$ cat src/rtl/reg_write_arbiter.sv
// Three-requester write arbiter feeding one register-file write port, with a registered write stage.
// Define REG_WRITE_ARB_ROUND_ROBIN_EN for rotating priority; otherwise requester 0 > 1 > 2.
module reg_write_arbiter #(
  parameter int XLEN = 32
) (
  input  logic            clk,
  input  logic            rst,
  input  logic [2:0]      req,
  input  logic [4:0]      rd0,
  input  logic [4:0]      rd1,
  input  logic [4:0]      rd2,
  input  logic [XLEN-1:0] data0,
  input  logic [XLEN-1:0] data1,
  input  logic [XLEN-1:0] data2,
  input  logic            flush,
  output logic [2:0]      gnt,
  output logic            wr_en,
  output logic [4:0]      wr_addr,
  output logic [XLEN-1:0] wr_data,
  output logic [1:0]      gnt_id
);

  logic [1:0]      start;
  logic [1:0]      win;
  logic            xfer;
  logic [2:0]      sum;
  logic [1:0]      cand;
  logic [4:0]      sel_rd;
  logic [XLEN-1:0] sel_data;

`ifdef REG_WRITE_ARB_ROUND_ROBIN_EN
  logic [1:0] ptr;

  assign start = ptr;

  // Pointer moves just past the winner; never reaches 3.
  always_ff @(posedge clk or posedge rst) begin
    if (rst) begin
      ptr <= 2'd0;
    end else if (xfer) begin
      ptr <= (win == 2'd2) ? 2'd0 : win + 2'd1;
    end
  end
`else
  assign start = 2'd0;
`endif

  // Grant depends only on req, flush, rst and the search start.
  always_comb begin
    gnt  = '0;
    win  = '0;
    xfer = 1'b0;
    sum  = '0;
    cand = '0;
    if (!rst && !flush) begin
      for (int k = 0; k < 3; k++) begin
        sum = {1'b0, start} + 3'(k);
        if (sum >= 3'd3) sum = sum - 3'd3;
        cand = sum[1:0];
        if (!xfer && req[cand]) begin
          xfer      = 1'b1;
          win       = cand;
          gnt[cand] = 1'b1;
        end
      end
    end
  end

  always_comb begin
    sel_rd   = rd0;
    sel_data = data0;
    case (win)
      2'd1: begin
        sel_rd   = rd1;
        sel_data = data1;
      end
      2'd2: begin
        sel_rd   = rd2;
        sel_data = data2;
      end
      default: ;
    endcase
  end

  // Writes to x0 are accepted from the requester but never reach the register file.
  always_ff @(posedge clk or posedge rst) begin
    if (rst) begin
      wr_en   <= 1'b0;
      wr_addr <= '0;
      wr_data <= '0;
      gnt_id  <= '0;
    end else if (xfer) begin
      wr_en   <= (sel_rd != 5'd0);
      wr_addr <= sel_rd;
      wr_data <= sel_data;
      gnt_id  <= win;
    end else begin
      wr_en   <= 1'b0;
    end
  end

endmodule

$ cat config.mk
export PLATFORM = sky130hd
export DESIGN_NAME = reg_write_arbiter
export DESIGN_NICKNAME = d
export VERILOG_FILES = /design/src/rtl/reg_write_arbiter.sv
export SDC_FILE = /design/constraint.sdc
export NUM_CORES = 1
export LEC_CHECK = 0
export BUFFER_PORTS_ARGS = -buffer_cell sky130_fd_sc_hd__buf_2
export CORE_MARGIN = 3
export CORE_UTILIZATION = 42
export DETAILED_ROUTE_END_ITERATION = 10
export PLACE_DENSITY = 0.8
export SYNTH_ARGS = -nofsm -noshare
export SYNTH_HDL_FRONTEND = slang
export SYNTH_SLANG_ARGS = --single-unit
export TNS_END_PERCENT = 1
$ cat constraint.sdc
create_clock -name clk -period 1.3 [get_ports clk]
set_input_delay 0.065 -clock clk [delete_from_list [all_inputs] [get_ports clk]]
set_output_delay 0.065 -clock clk [all_outputs]
set_load 0.02 [all_outputs]
==> results.rst <==
.. list-table::
   :header-rows: 1

   * - Metric
     - Value
   * - Status
     - complete, but fails checks
   * - Failing checks
     - setup timing
   * - Largest driver fanout on the critical path
     - 8
   * - Cells along the critical path
     - buf_6 > nor4b_4 > buf_4 > ha_4 > a221oi_2 > o22ai_1 > o41a_1
   * - Fill cells
     - approximately 440
   * - Worst Setup Slack post-DPL
     - -0.490 ns
   * - Dpl hpwl
     - between 5000 and 6000 um
   * - Total CTS buffers
     - 5
   * - Number of max-cap violations
     - 0
   * - Clock tree from TritonCTS
     - yes
   * - Average detailed-routed wire length per instance
     - ~15 um
   * - Die outline height
     - between 80 and 90 um
   * - Worst ir drop on vdd
     - approximately 0.52 mV
   * - Number of vias per cell after detailed routing
     - 5.19
   * - Power density over the cells
     - between 1000 and 1500 nW/um2
   * - Crit share post-route
     - 112%
   * - Multi-input combinational cell area
     - about 1400 um2
   * - Nature of the critical path endpoint
     - flip-flop
   * - Internal
     - 2.60 mW
   * - Number of detailed-route iterations in the first pass
     - 4
   * - Clock Root Buffer
     - sky130_fd_sc_hd__clkbuf_8
   * - Register area
     - about 1000 um2
   * - Post-synthesis sequential element count
     - 40
   * - Initial core utilization
     - between 40% and 50%
   * - Post-layout nets
     - roughly 530
   * - Top post-synthesis cells by count
     - 40 x sky130_fd_sc_hd__dfrtp_1, 38 x sky130_fd_sc_hd__o21ai_0, 35 x sky130_fd_sc_hd__a22oi_1, 35 x sky130_fd_sc_hd__nand2_1, 28 x sky130_fd_sc_hd__mux2_4
   * - Detailed-route via count
     - around 2500
   * - Register-to-register setup slack
     - between 0.5 and 0.6 ns
   * - Ratio of cells with drive above 1 in the final layout
     - around 63%
   * - Area Overhead vs Synth
     - 56.4%
   * - Top-level port count
     - between 150 and 200
   * - Worst-case headroom to the max-slew limit
     - 79.8%
   * - Total grt overflow
     - 0
   * - Startpoint of the worst register-to-register path
     - wr_data[25]$_DFFE_PP0P_
   * - Final wirelength
     - approximately 7300 um
   * - Max Clk Rate
     - around 690 MHz
   * - Initial antenna violation count
     - 0
   * - Core region area
     - 5540 um2
   * - Net switching power figure
     - 1.24 mW
   * - Max-slew violation count
     - 0
   * - Global Route Usage Sum
     - between 20% and 30%
   * - Antenna diode instance count
     - 0
   * - Post-route cell area
     - approximately 3800 um2
   * - Initial DRC count
     - 70
   * - Combinational share of power
     - 37.1%
   * - FP Rows
     - 27
   * - Synthesis warning total
     - 0
   * - Sequential share of power
     - between 40% and 50%
   * - Timing startpoint of the critical path
     - flush
   * - Type of origin of the critical path
     - input pin
   * - Placer Congestion
     - a little under 0.8
   * - Most common cell in the synthesized netlist
     - sky130_fd_sc_hd__dfrtp_1
   * - Largest clock skew in the final design
     - 0 ns
   * - Cells taking the most area after synthesis
     - sky130_fd_sc_hd__dfrtp_1 41%, sky130_fd_sc_hd__mux2_4 17%, sky130_fd_sc_hd__a22oi_1 11%
   * - Wire length of the first global-routing pass
     - around 11000 um
   * - Post-synthesis average cell area
     - approximately 11 um2
   * - Post-detailed-route DRC marker count
     - 0
   * - Post-detailed-route count of antenna-violating nets
     - 0
   * - Crit Path Class
     - in -> reg
   * - Switching share of power
     - ~32%
   * - Post-synthesis cell type count
     - 27
   * - Final Hold Fails
     - 0
   * - Largest stage delay, worst path
     - between 0.3 and 0.4 ns
   * - Worst-Skew Late Latency
     - 0.28 ns
   * - Area after DPL
     - roughly 3500 um2
   * - CTS H-tree lvls
     - 2
   * - Maximum number of pins on one net before global-route repair
     - 37
   * - Async SR Flop Fraction
     - 100%
   * - Worst slew pin tran
     - about 0.3 ns
   * - Top cell type by total area after synthesis
     - sky130_fd_sc_hd__dfrtp_1
   * - Most common flop cell mapped by yosys
     - sky130_fd_sc_hd__dfrtp_1
   * - Relative contribution of the clock network to total power
     - 21.7%
   * - Worst min path class
     - in -> reg
   * - Count of endpoints failing setup in the final report
     - 38
   * - Die outline width
     - 82.0 um
   * - Reg-to-Reg End
     - wr_data[25]$_DFFE_PP0P_
   * - Cell with the biggest individual delay on the critical path
     - sky130_fd_sc_hd__nor4b_4
   * - RSZ-0062 raised after global routing
     - true
   * - Area enclosed by the die boundary
     - between 6000 and 7000 um2
   * - Worst-case reg-to-reg path depth
     - 1
   * - Total of buffers placed on input and output ports
     - about 160
   * - Endpoint required time on the critical path
     - ~1.5 ns
   * - Static leakage power
     - just under 2 nW
   * - Post-Syn Instances
     - 230
   * - Combined area of all synthesized cells
     - approximately 2400 um2
   * - Clock input transition at the sequential cells of the worst setup and hold paths
     - approximately 0.07 ns
   * - Number of synthesized flops with an enable pin
     - 0
   * - Area share of the largest cell type after synthesis
     - roughly two fifths
   * - Mapped Nets
     - between 300 and 400
   * - Number of global-route vias before repair
     - approximately 2300
   * - Final setup slack of the worst path
     - -0.159 ns
   * - Data arrival at the endpoint of the critical path
     - about 1.6 ns
   * - Sinks on Clock Net
     - 40
   * - Endpoint of the most critical setup path
     - wr_en$_DFF_PP0_
   * - Number of buffers on the longest clock path
     - 2
   * - Seq/Total Area, Yosys
     - just over 40%
   * - Minimum clock period after layout
     - between 1 and 1.5 ns
==> sequential cells by signal (all words and copies together), names as in the netlist <==
signal	count
wr_data	32
gnt_id	2
wr_en	1
wr_addr	5
==> stage by stage <==
stage | power (mW) | util (%) | hold slack, ns | TNS, ns | instances
after global placement | 2.92 | 62.9 | 0.271 | -14.42 | 468
after CTS | 3.85 | 67.7 | 0.109 | -0.772 | 481
after detailed placement | 2.95 | 62.9 | 0.285 | -15.89 | 468
final | 3.84 | 68.5 | 0.101 | -2.85 | 481
after floorplan | 2.39 | - | 0.213 | -5.53 | 230
after global routing | 4.05 | 68.5 | 0.119 | -6.17 | 481
==> cells in the final DEF, fill, tap and decap left out, types with 2 or more instances in the layout <==
| master | instances |
|---|---|
| sky130_fd_sc_hd__buf_6 | 4 |
| sky130_fd_sc_hd__mux2_4 | 28 |
| sky130_fd_sc_hd__mux2_2 | 7 |
| sky130_fd_sc_hd__buf_16 | 2 |
| sky130_fd_sc_hd__buf_12 | 6 |
| sky130_fd_sc_hd__buf_2 | 157 |
| sky130_fd_sc_hd__o21ai_1 | 5 |
| sky130_fd_sc_hd__nand2_1 | 30 |
| sky130_fd_sc_hd__dfrtp_1 | 40 |
| sky130_fd_sc_hd__buf_4 | 19 |
| sky130_fd_sc_hd__buf_8 | 3 |
| sky130_fd_sc_hd__nor2_1 | 3 |
| sky130_fd_sc_hd__o21ai_2 | 4 |
| sky130_fd_sc_hd__nor2b_1 | 2 |
| sky130_fd_sc_hd__clkinv_2 | 2 |
| sky130_fd_sc_hd__inv_1 | 2 |
| sky130_fd_sc_hd__a22oi_1 | 34 |
| sky130_fd_sc_hd__clkbuf_8 | 6 |
| sky130_fd_sc_hd__o21ai_0 | 29 |
| sky130_fd_sc_hd__ha_4 | 2 |
| sky130_fd_sc_hd__nand2_2 | 5 |
==> kinds of logic after synthesis <==
kind of cell | synth area share (%)
AND/OR/NAND/NOR | 9.48
multiplexers | 20.6
AO/OA/AOI/OAI | 21.0
flip-flops | 41.2
adder cells (fa/ha/maj) | 1.03
buffers and inverters | 6.65
==> power groups by stage <==
stage | combinational (mW) | clock (mW) | sequential, mW
6_report | 1.42 | 0.834 | 1.58
5_1_grt | 1.52 | 0.923 | 1.61
4_1_cts | 1.41 | 0.861 | 1.58
3_5_place_dp | 1.35 | 0 | 1.60
3_3_place_gp | 1.32 | 0 | 1.60
2_1_floorplan | 0.514 | 0 | 1.88
==> critical path: cells and delay by family <==
kind / cells / cell delay (ns)
buffers and inverters: 2 / 0.27
adder cells (fa/ha/maj): 1 / 0.24
AO/OA/AOI/OAI: 3 / 0.70
AND/OR/NAND/NOR: 1 / 0.33
==> worst min path at each step <==
| stage | from | end | slack (ns) | depth (start not counted) |
|---|---|---|---|---|
| after floorplan | rst | gnt[1] | 0.21 | 1 |
| after global placement | rst | gnt_id[1]$_DFFE_PP0P_ | 0.27 | 4 |
| after detailed placement | rst | gnt_id[1]$_DFFE_PP0P_ | 0.28 | 4 |
| after CTS | data0[17] | wr_data[17]$_DFFE_PP0P_ | 0.11 | 4 |
| after global routing | data0[7] | wr_data[7]$_DFFE_PP0P_ | 0.12 | 4 |
| final | rst | gnt_id[0]$_DFFE_PP0P_ | 0.10 | 4 |
==> metal layers <==
layer  wire, um  vias up  track usage (%)
met5          0        -                0
met1       2890     1181             25.6
li1           -     1204                -
met4         61        0             6.98
met3        551        6             4.71
met2       3830      105             36.4
==> layout make-up <==
type / count / share of cell area [%]
tap: 72 / 2.37
clock buffer: 6 / 2.17
multi-input combinational: 165 / 36.7
sequential: 40 / 26.4
timing repair buffer: 192 / 31.7
clock inverter: 2 / 0.264
inverter: 4 / 0.395
==> repair_timing <==
action	4_1_cts	5_1_grt
cloned	2	0
pin swaps	3	1
hold endpoints to repair	40	0
setup endpoints to repair	38	38
gates resized for setup	31	9
hold buffers	1	0
buffers inserted	2	0
Note: power is estimated with default switching activity, not from simulation.
